===== src/rtl/ahb_slave_controller_if.sv =====
// AHB-Lite bus signals between the bus master and the endpoint slave front end.
interface ahb_slave_controller_if;
  logic       hsel;
  logic [3:0] haddr;
  logic [1:0] htrans;
  logic [1:0] hsize;
  logic       hwrite;
  logic       hready;
  logic       hresp;

  modport master (
    output hsel, haddr, htrans, hsize, hwrite,
    input  hready, hresp
  );

  modport slave (
    input  hsel, haddr, htrans, hsize, hwrite,
    output hready, hresp
  );
endinterface


===== src/rtl/ahb_slave_controller.sv =====
// AHB-Lite slave front end: samples address phases, decodes register
// locations, sequences data phases (including buffer waits with timeout)
// and produces hready/hresp.
// Optional macro AHB_RO_WRITE_ERR_EN: writes to read-only locations get an
// ERROR response instead of a silently ignored OKAY.
module ahb_slave_controller #(
  parameter int MAX_WAIT = 8
) (
  input  logic                   clk,
  input  logic                   n_rst,
  ahb_slave_controller_if.slave  bus,
  input  logic                   hold,
  output logic [3:0]             val_loc,
  output logic                   hwrite_reg,
  output logic [1:0]             state
);

  typedef enum logic [2:0] {
    S_IDLE, S_ACCESS, S_BUF_WAIT, S_ERR1, S_ERR2
  } fsm_e;

  fsm_e       fsm_q, fsm_d;
  logic [7:0] cnt_q, cnt_d;
  logic [3:0] val_loc_q, val_loc_d;
  logic       hwrite_reg_q, hwrite_reg_d;

  logic [3:0] dec_loc;
  logic       dec_ok;
  logic       ro_err;
  logic       phase_vld;
  logic       phase_legal;
  logic       buf_loc;
  logic       timeout;
  fsm_e       sample_nxt;

  // Address decode: haddr/hsize pair to location code, or a decode error.
  always_comb begin
    dec_loc = 4'd0;
    dec_ok  = 1'b1;
    unique case ({bus.haddr, bus.hsize})
      {4'h0, 2'd2}: dec_loc = 4'd0;
      {4'h0, 2'd1}: dec_loc = 4'd2;
      {4'h0, 2'd0}: dec_loc = 4'd3;
      {4'h4, 2'd1}: dec_loc = 4'd12;
      {4'h4, 2'd0}: dec_loc = 4'd4;
      {4'h5, 2'd0}: dec_loc = 4'd5;
      {4'h6, 2'd1}: dec_loc = 4'd6;
      {4'h6, 2'd0}: dec_loc = 4'd7;
      {4'h7, 2'd0}: dec_loc = 4'd8;
      {4'h8, 2'd0}: dec_loc = 4'd11;
      {4'hC, 2'd0}: dec_loc = 4'd9;
      {4'hD, 2'd0}: dec_loc = 4'd10;
      default:      dec_ok  = 1'b0;
    endcase
  end

`ifdef AHB_RO_WRITE_ERR_EN
  logic dec_ro;
  assign dec_ro = dec_loc inside {4'd4, 4'd5, 4'd6, 4'd7, 4'd8, 4'd11, 4'd12};
  assign ro_err = bus.hwrite && dec_ro;
`else
  assign ro_err = 1'b0;
`endif

  assign phase_vld   = bus.hsel && (bus.htrans inside {2'b10, 2'b11}) && bus.hready;
  assign phase_legal = dec_ok && !ro_err;
  assign buf_loc     = val_loc_q inside {4'd0, 4'd2, 4'd3};
  assign timeout     = hold && (cnt_q == 8'(MAX_WAIT - 1));
  assign sample_nxt  = !phase_vld ? S_IDLE : (phase_legal ? S_ACCESS : S_ERR1);

  // State and data-phase registers.
  always_ff @(posedge clk or negedge n_rst) begin
    if (!n_rst) begin
      fsm_q        <= S_IDLE;
      cnt_q        <= 8'd0;
      val_loc_q    <= 4'd0;
      hwrite_reg_q <= 1'b0;
    end else begin
      fsm_q        <= fsm_d;
      cnt_q        <= cnt_d;
      val_loc_q    <= val_loc_d;
      hwrite_reg_q <= hwrite_reg_d;
    end
  end

  // Next state; every hready=1 cycle doubles as an address-sampling cycle.
  always_comb begin
    fsm_d = fsm_q;
    unique case (fsm_q)
      S_IDLE:     fsm_d = sample_nxt;
      S_ACCESS:   fsm_d = buf_loc ? S_BUF_WAIT : sample_nxt;
      S_BUF_WAIT: begin
        if (bus.hready)   fsm_d = sample_nxt;
        else if (timeout) fsm_d = S_ERR1;
      end
      S_ERR1:     fsm_d = S_ERR2;
      S_ERR2:     fsm_d = sample_nxt;
      default:    fsm_d = S_IDLE;
    endcase
    // Wait counter only runs while staying in BUF_WAIT; cleared on entry.
    cnt_d        = (fsm_q == S_BUF_WAIT && fsm_d == S_BUF_WAIT) ? cnt_q + 8'd1 : 8'd0;
    val_loc_d    = (phase_vld && phase_legal) ? dec_loc : val_loc_q;
    hwrite_reg_d = phase_vld ? bus.hwrite : hwrite_reg_q;
  end

  // Outputs; buffer completion needs hold low and at least one full wait cycle.
  always_comb begin
    state      = 2'd0;
    bus.hready = 1'b1;
    bus.hresp  = 1'b0;
    unique case (fsm_q)
      S_IDLE:     ;
      S_ACCESS: begin
        state      = 2'd1;
        bus.hready = !buf_loc;
      end
      S_BUF_WAIT: begin
        state      = 2'd3;
        bus.hready = !hold && (cnt_q != 8'd0);
      end
      S_ERR1: begin
        state      = 2'd2;
        bus.hready = 1'b0;
        bus.hresp  = 1'b1;
      end
      S_ERR2: begin
        state      = 2'd2;
        bus.hresp  = 1'b1;
      end
      default: ;
    endcase
  end

  assign val_loc    = val_loc_q;
  assign hwrite_reg = hwrite_reg_q;

endmodule

===== src/flat_wrapper.sv =====
// flat-port wrapper written by rule: the top's interface ports become plain ports
module ahb_slave_controller_flat 
#(
  parameter int MAX_WAIT = 8
)
  (clk, n_rst, hold, val_loc, hwrite_reg, state, bus_hsel, bus_haddr, bus_htrans, bus_hsize, bus_hwrite, bus_hready, bus_hresp);
  ahb_slave_controller_if bus_i ();
  input  logic clk;
  input  logic n_rst;
  input  logic hold;
  output logic [3:0] val_loc;
  output logic hwrite_reg;
  output logic [1:0] state;
  input wire logic [$bits(bus_i.hsel)-1:0] bus_hsel;
  input wire logic [$bits(bus_i.haddr)-1:0] bus_haddr;
  input wire logic [$bits(bus_i.htrans)-1:0] bus_htrans;
  input wire logic [$bits(bus_i.hsize)-1:0] bus_hsize;
  input wire logic [$bits(bus_i.hwrite)-1:0] bus_hwrite;
  output wire logic [$bits(bus_i.hready)-1:0] bus_hready;
  output wire logic [$bits(bus_i.hresp)-1:0] bus_hresp;
  assign bus_i.hsel = bus_hsel;
  assign bus_i.haddr = bus_haddr;
  assign bus_i.htrans = bus_htrans;
  assign bus_i.hsize = bus_hsize;
  assign bus_i.hwrite = bus_hwrite;
  assign bus_hready = bus_i.hready;
  assign bus_hresp = bus_i.hresp;
  ahb_slave_controller #(.MAX_WAIT(MAX_WAIT)) u_core (.clk(clk), .n_rst(n_rst), .bus(bus_i), .hold(hold), .val_loc(val_loc), .hwrite_reg(hwrite_reg), .state(state));
endmodule

===== config.mk =====
export PLATFORM = sky130hd
export DESIGN_NAME = ahb_slave_controller_flat
export DESIGN_NICKNAME = d
export VERILOG_FILES = /design/src/rtl/ahb_slave_controller_if.sv /design/src/rtl/ahb_slave_controller.sv /design/src/flat_wrapper.sv
export SDC_FILE = /design/constraint.sdc
export NUM_CORES = 1
export LEC_CHECK = 0
export BUFFER_PORTS_ARGS = -buffer_cell sky130_fd_sc_hd__buf_2
export CELL_PAD_IN_SITES_DETAIL_PLACEMENT = 1
export CELL_PAD_IN_SITES_GLOBAL_PLACEMENT = 2
export CORE_MARGIN = 4
export CORE_UTILIZATION = 32
export CTS_BUF_LIST = sky130_fd_sc_hd__clkbuf_4 sky130_fd_sc_hd__clkbuf_8 sky130_fd_sc_hd__clkbuf_16
export DETAILED_ROUTE_END_ITERATION = 12
export PLACE_DENSITY = 0.87
export SLEW_MARGIN = 20
export SYNTH_ARGS = -nofsm -noshare
export SYNTH_HDL_FRONTEND = slang
export SYNTH_SLANG_ARGS = --single-unit

===== constraint.sdc =====
create_clock -name clk -period 2.28 [get_ports clk]
set_input_delay 0.228 -clock clk [delete_from_list [all_inputs] [get_ports clk]]
set_output_delay 0.228 -clock clk [all_outputs]
set_load 0.01 [all_outputs]

==> flow_summary.ini <==
[synthesis]
synthAdderAreaFrac = 0.02442
postSynthCellCount = 111
synth-compound-area-share = 0.1648
synth.net_count = 126
cell_variety_after_synth = 39
post_synth_and_or_nand_nor_area_fraction = 0.2955
ys_ff_latch = 16
edff_count_synth = 0
async_reset_ff_frac = 1.000
syn-mean-instance-area_sq_um = 9.232
synthFlopType = sky130_fd_sc_hd__dfrtp_1
fraction_of_synthesized_area_in_multiplexers = 0.03297
yosys-top-cells-area = sky130_fd_sc_hd__dfrtp_1 39%, sky130_fd_sc_hd__nand2b_1 5.5%, sky130_fd_sc_hd__a21oi_1 3.4%, sky130_fd_sc_hd__nand3_1 3.4%, sky130_fd_sc_hd__xor2_1 3.4%
seq_area_frac_synth = 0.3907
synth_top_family_by_area = simple AND/OR/NAND/NOR gates
ys.warnings.count = 0
synthesis.area_sq_um = 1025
yosys.area_share.xor_xnor = 0.05128
netlist.top_cell.by_area = sky130_fd_sc_hd__dfrtp_1
netlist.area_leader.share = 0.3907

[power_and_ir_drop]
worst_ir_drop_vdd_uv = 176.5
p_leak_nw = 0.5519
power.density_nw_per_um2 = 698.6

[place]
routabilityCongestion = 0.7833
dp_hpwl_um = 1885
portBuffers = 20

[global_route]
number_of_global_route_vias_before_repair = 957
grt_max_degree = 17
number_of_antenna_violations_at_the_first_check_in_global_routing = 0
total_routing_usage_reported_by_global_routing = 0.1254
grt_first_pass_wirelength_um = 4188
grt_overflow = 0

[layout]
multi_input_area_sq_um = 585.6
syn2layout_area_growth_pct = 17.46
fill_cells = 384
n_antenna_cell = 0
most-common-layout-cells = 20 x sky130_fd_sc_hd__buf_2, 16 x sky130_fd_sc_hd__dfrtp_1, 9 x sky130_fd_sc_hd__nand2b_1
finalCoreUtilization = 0.3943
final-seq-area_sq_um = 400.4
largest_register_ff_count = 8
largest_register = u_core.cnt_q
share_of_post_route_cells_with_drive_strength_above_1 = 0.2556
nNetsFinal = 150
layout_commonest_cell = sky130_fd_sc_hd__buf_2

[setup_path]
crit_path_max_fanout = 9
critical_path.endpoint_type = register
worstSetupStartpointType = register
timing.critical_path.required_ns = 2.50
arrival_ns = 2.32
crit_type = reg -> reg

[clocking]
clkTransAtPathRegs_ns = 0.09
cts_inserted_buffers = 3
clk-insertion-delay-late_ns = 0.28
h_tree_level_count = 1
cts.sinks = 16
clock_tree_from_tritoncts = done
maximum_root_to_sink_buffer_count = 2
clock-root-buffer = sky130_fd_sc_hd__clkbuf_4

[routing]
drt.antenna.violating_nets = 0
total_wire_length_um = 2331
avgViaCountPerCell = 5.023
via_count = 889
detail_route.wl_per_cell_um = 13.17
post-route-drc-count = 0
drt-pass1-iter-count = 4
count_of_routing_violations_after_the_opening_detailed_route_iteration = 38

[floorplan]
start_util = 0.3357
floorplan.io_pins = 22
floorplan.die_area_sq_um = 4172
floorplan.die.width_um = 64.59
core_sq_um = 3053
cell_rows = 20
die_y_um = 64.59

[timing]
tightest_slew_ns = 0.4318
fin_tns_setup_ns = 0
timing.final.hold_violations = 0
grt_setup_unrepaired = false
finalCritPeriodShare = 0.9227
max_freq_mhz = 475.3
final.hold.worst_slack_ns = 0.1708
max-slew-margin-rel = 0.7116
timing_max_transition_violations_final = 0
clock_skew_ns = 0.003366
setup_viols_final = 0
finalCriticalPeriod_ns = 2.104

[flow_run]
maxCapViolations = 0

[min_path]
holdCritPathClass = in -> reg

[outcome]
run_status = finished clean
-- power breakdown --
part	total, mW	switching [mW]	internal, mW	leakage [nW]
combinational	0.329	0.185	0.144	0.320
clock	0.144	0.0827	0.0611	0.0138
sequential	0.368	0.0472	0.321	0.218
-- area by class of cell --
cell class,count,area share
multi-input combinational,86,0.4865
timing repair buffer,22,0.09771
inverter,6,0.01871
sequential,16,0.3326
clock buffer,3,0.01871
tap,44,0.04574
-- through the flow --
step / setup slack, ns / instance area (sq um) / cells / total power, mW
after floorplan: 0.2795 / 1025 / 111 / 0.5920
after global placement: 0.1380 / 1169 / 173 / 0.6879
after detailed placement: 0.04394 / 1169 / 173 / 0.7033
after CTS: 0.02182 / 1201 / 177 / 0.8496
after global routing: 0.03453 / 1204 / 177 / 0.9104
final: 0.1762 / 1204 / 177 / 0.8409
-- cells by family (layout without fill, tap and decap cells) --
| kind of cell | after synthesis | count (layout) |
|---|---|---|
| xor+xnor | 6 | 6 |
| fa+ha+maj | 2 | 2 |
| simple gates | 53 | 53 |
| compound gates | 22 | 22 |
| mux | 3 | 3 |
| buf+inv | 9 | 31 |
| flops | 16 | 16 |
-- worst max-delay path, stage by stage, from the launching register on --
cell and delay [ns]:
sky130_fd_sc_hd__dfrtp_1 0.43, sky130_fd_sc_hd__inv_1 0.08, sky130_fd_sc_hd__ha_1 0.15, sky130_fd_sc_hd__or4b_1 0.45
sky130_fd_sc_hd__o21ai_2 0.17, sky130_fd_sc_hd__o211ai_4 0.13, sky130_fd_sc_hd__or3b_4 0.50, sky130_fd_sc_hd__nor2_2 0.13
-- timing repair --
item	CTS	global route
resized for setup	0	1
hold endpoints to repair	16	0
setup endpoints to repair	0	6
hold buffers	1	0
buffers inserted	0	0
-- path summary, 6_finish.rpt --
path | start | to | slack (ns) | cells after the start
max | u_core.cnt_q[0] | u_core.cnt_q[4] | 0.18 | 7
min | bus_hwrite | u_core.hwrite_reg | 0.17 | 2
max reg2reg | u_core.cnt_q[0] | u_core.cnt_q[4] | 0.18 | 7
min reg2reg | u_core.cnt_q[0] | u_core.cnt_q[0] | 0.50 | 1
max in group asynchronous | n_rst | u_core.cnt_q[1] | 1.63 | 2
min in group asynchronous | n_rst | u_core.cnt_q[4] | 0.38 | 2
-- Yosys cell counts, types with 2 or more instances --
| cell | count |
|---|---|
| sky130_fd_sc_hd__xnor2_1 | 2 |
| sky130_fd_sc_hd__ha_1 | 2 |
| sky130_fd_sc_hd__nor3_1 | 5 |
| sky130_fd_sc_hd__inv_1 | 6 |
| sky130_fd_sc_hd__nand2b_1 | 9 |
| sky130_fd_sc_hd__nor2_2 | 5 |
| sky130_fd_sc_hd__a21oi_1 | 7 |
| sky130_fd_sc_hd__clkbuf_1 | 2 |
| sky130_fd_sc_hd__a22o_1 | 2 |
| sky130_fd_sc_hd__o21ai_0 | 2 |
| sky130_fd_sc_hd__xor2_1 | 4 |
| sky130_fd_sc_hd__dfrtp_1 | 16 |
| sky130_fd_sc_hd__nor2b_1 | 2 |
| sky130_fd_sc_hd__nand4_1 | 2 |
| sky130_fd_sc_hd__nand2_1 | 4 |
| sky130_fd_sc_hd__nor2_1 | 8 |
| sky130_fd_sc_hd__mux2_1 | 3 |
| sky130_fd_sc_hd__and3_1 | 3 |
| sky130_fd_sc_hd__nand3_1 | 7 |
-- per-layer routing --
layer / track usage / part of all wire / routed length (um) / up-vias
met4: 0.04749 / 0.012 / 29 / 0
li1: - / - / - / 442
met5: 0 / 0 / 0 / -
met3: 0.01733 / 0.023 / 54 / 2
met1: 0.1459 / 0.44 / 1032 / 432
met2: 0.2307 / 0.52 / 1215 / 13
No activity file was read; power rests on OpenSTA's default activity.
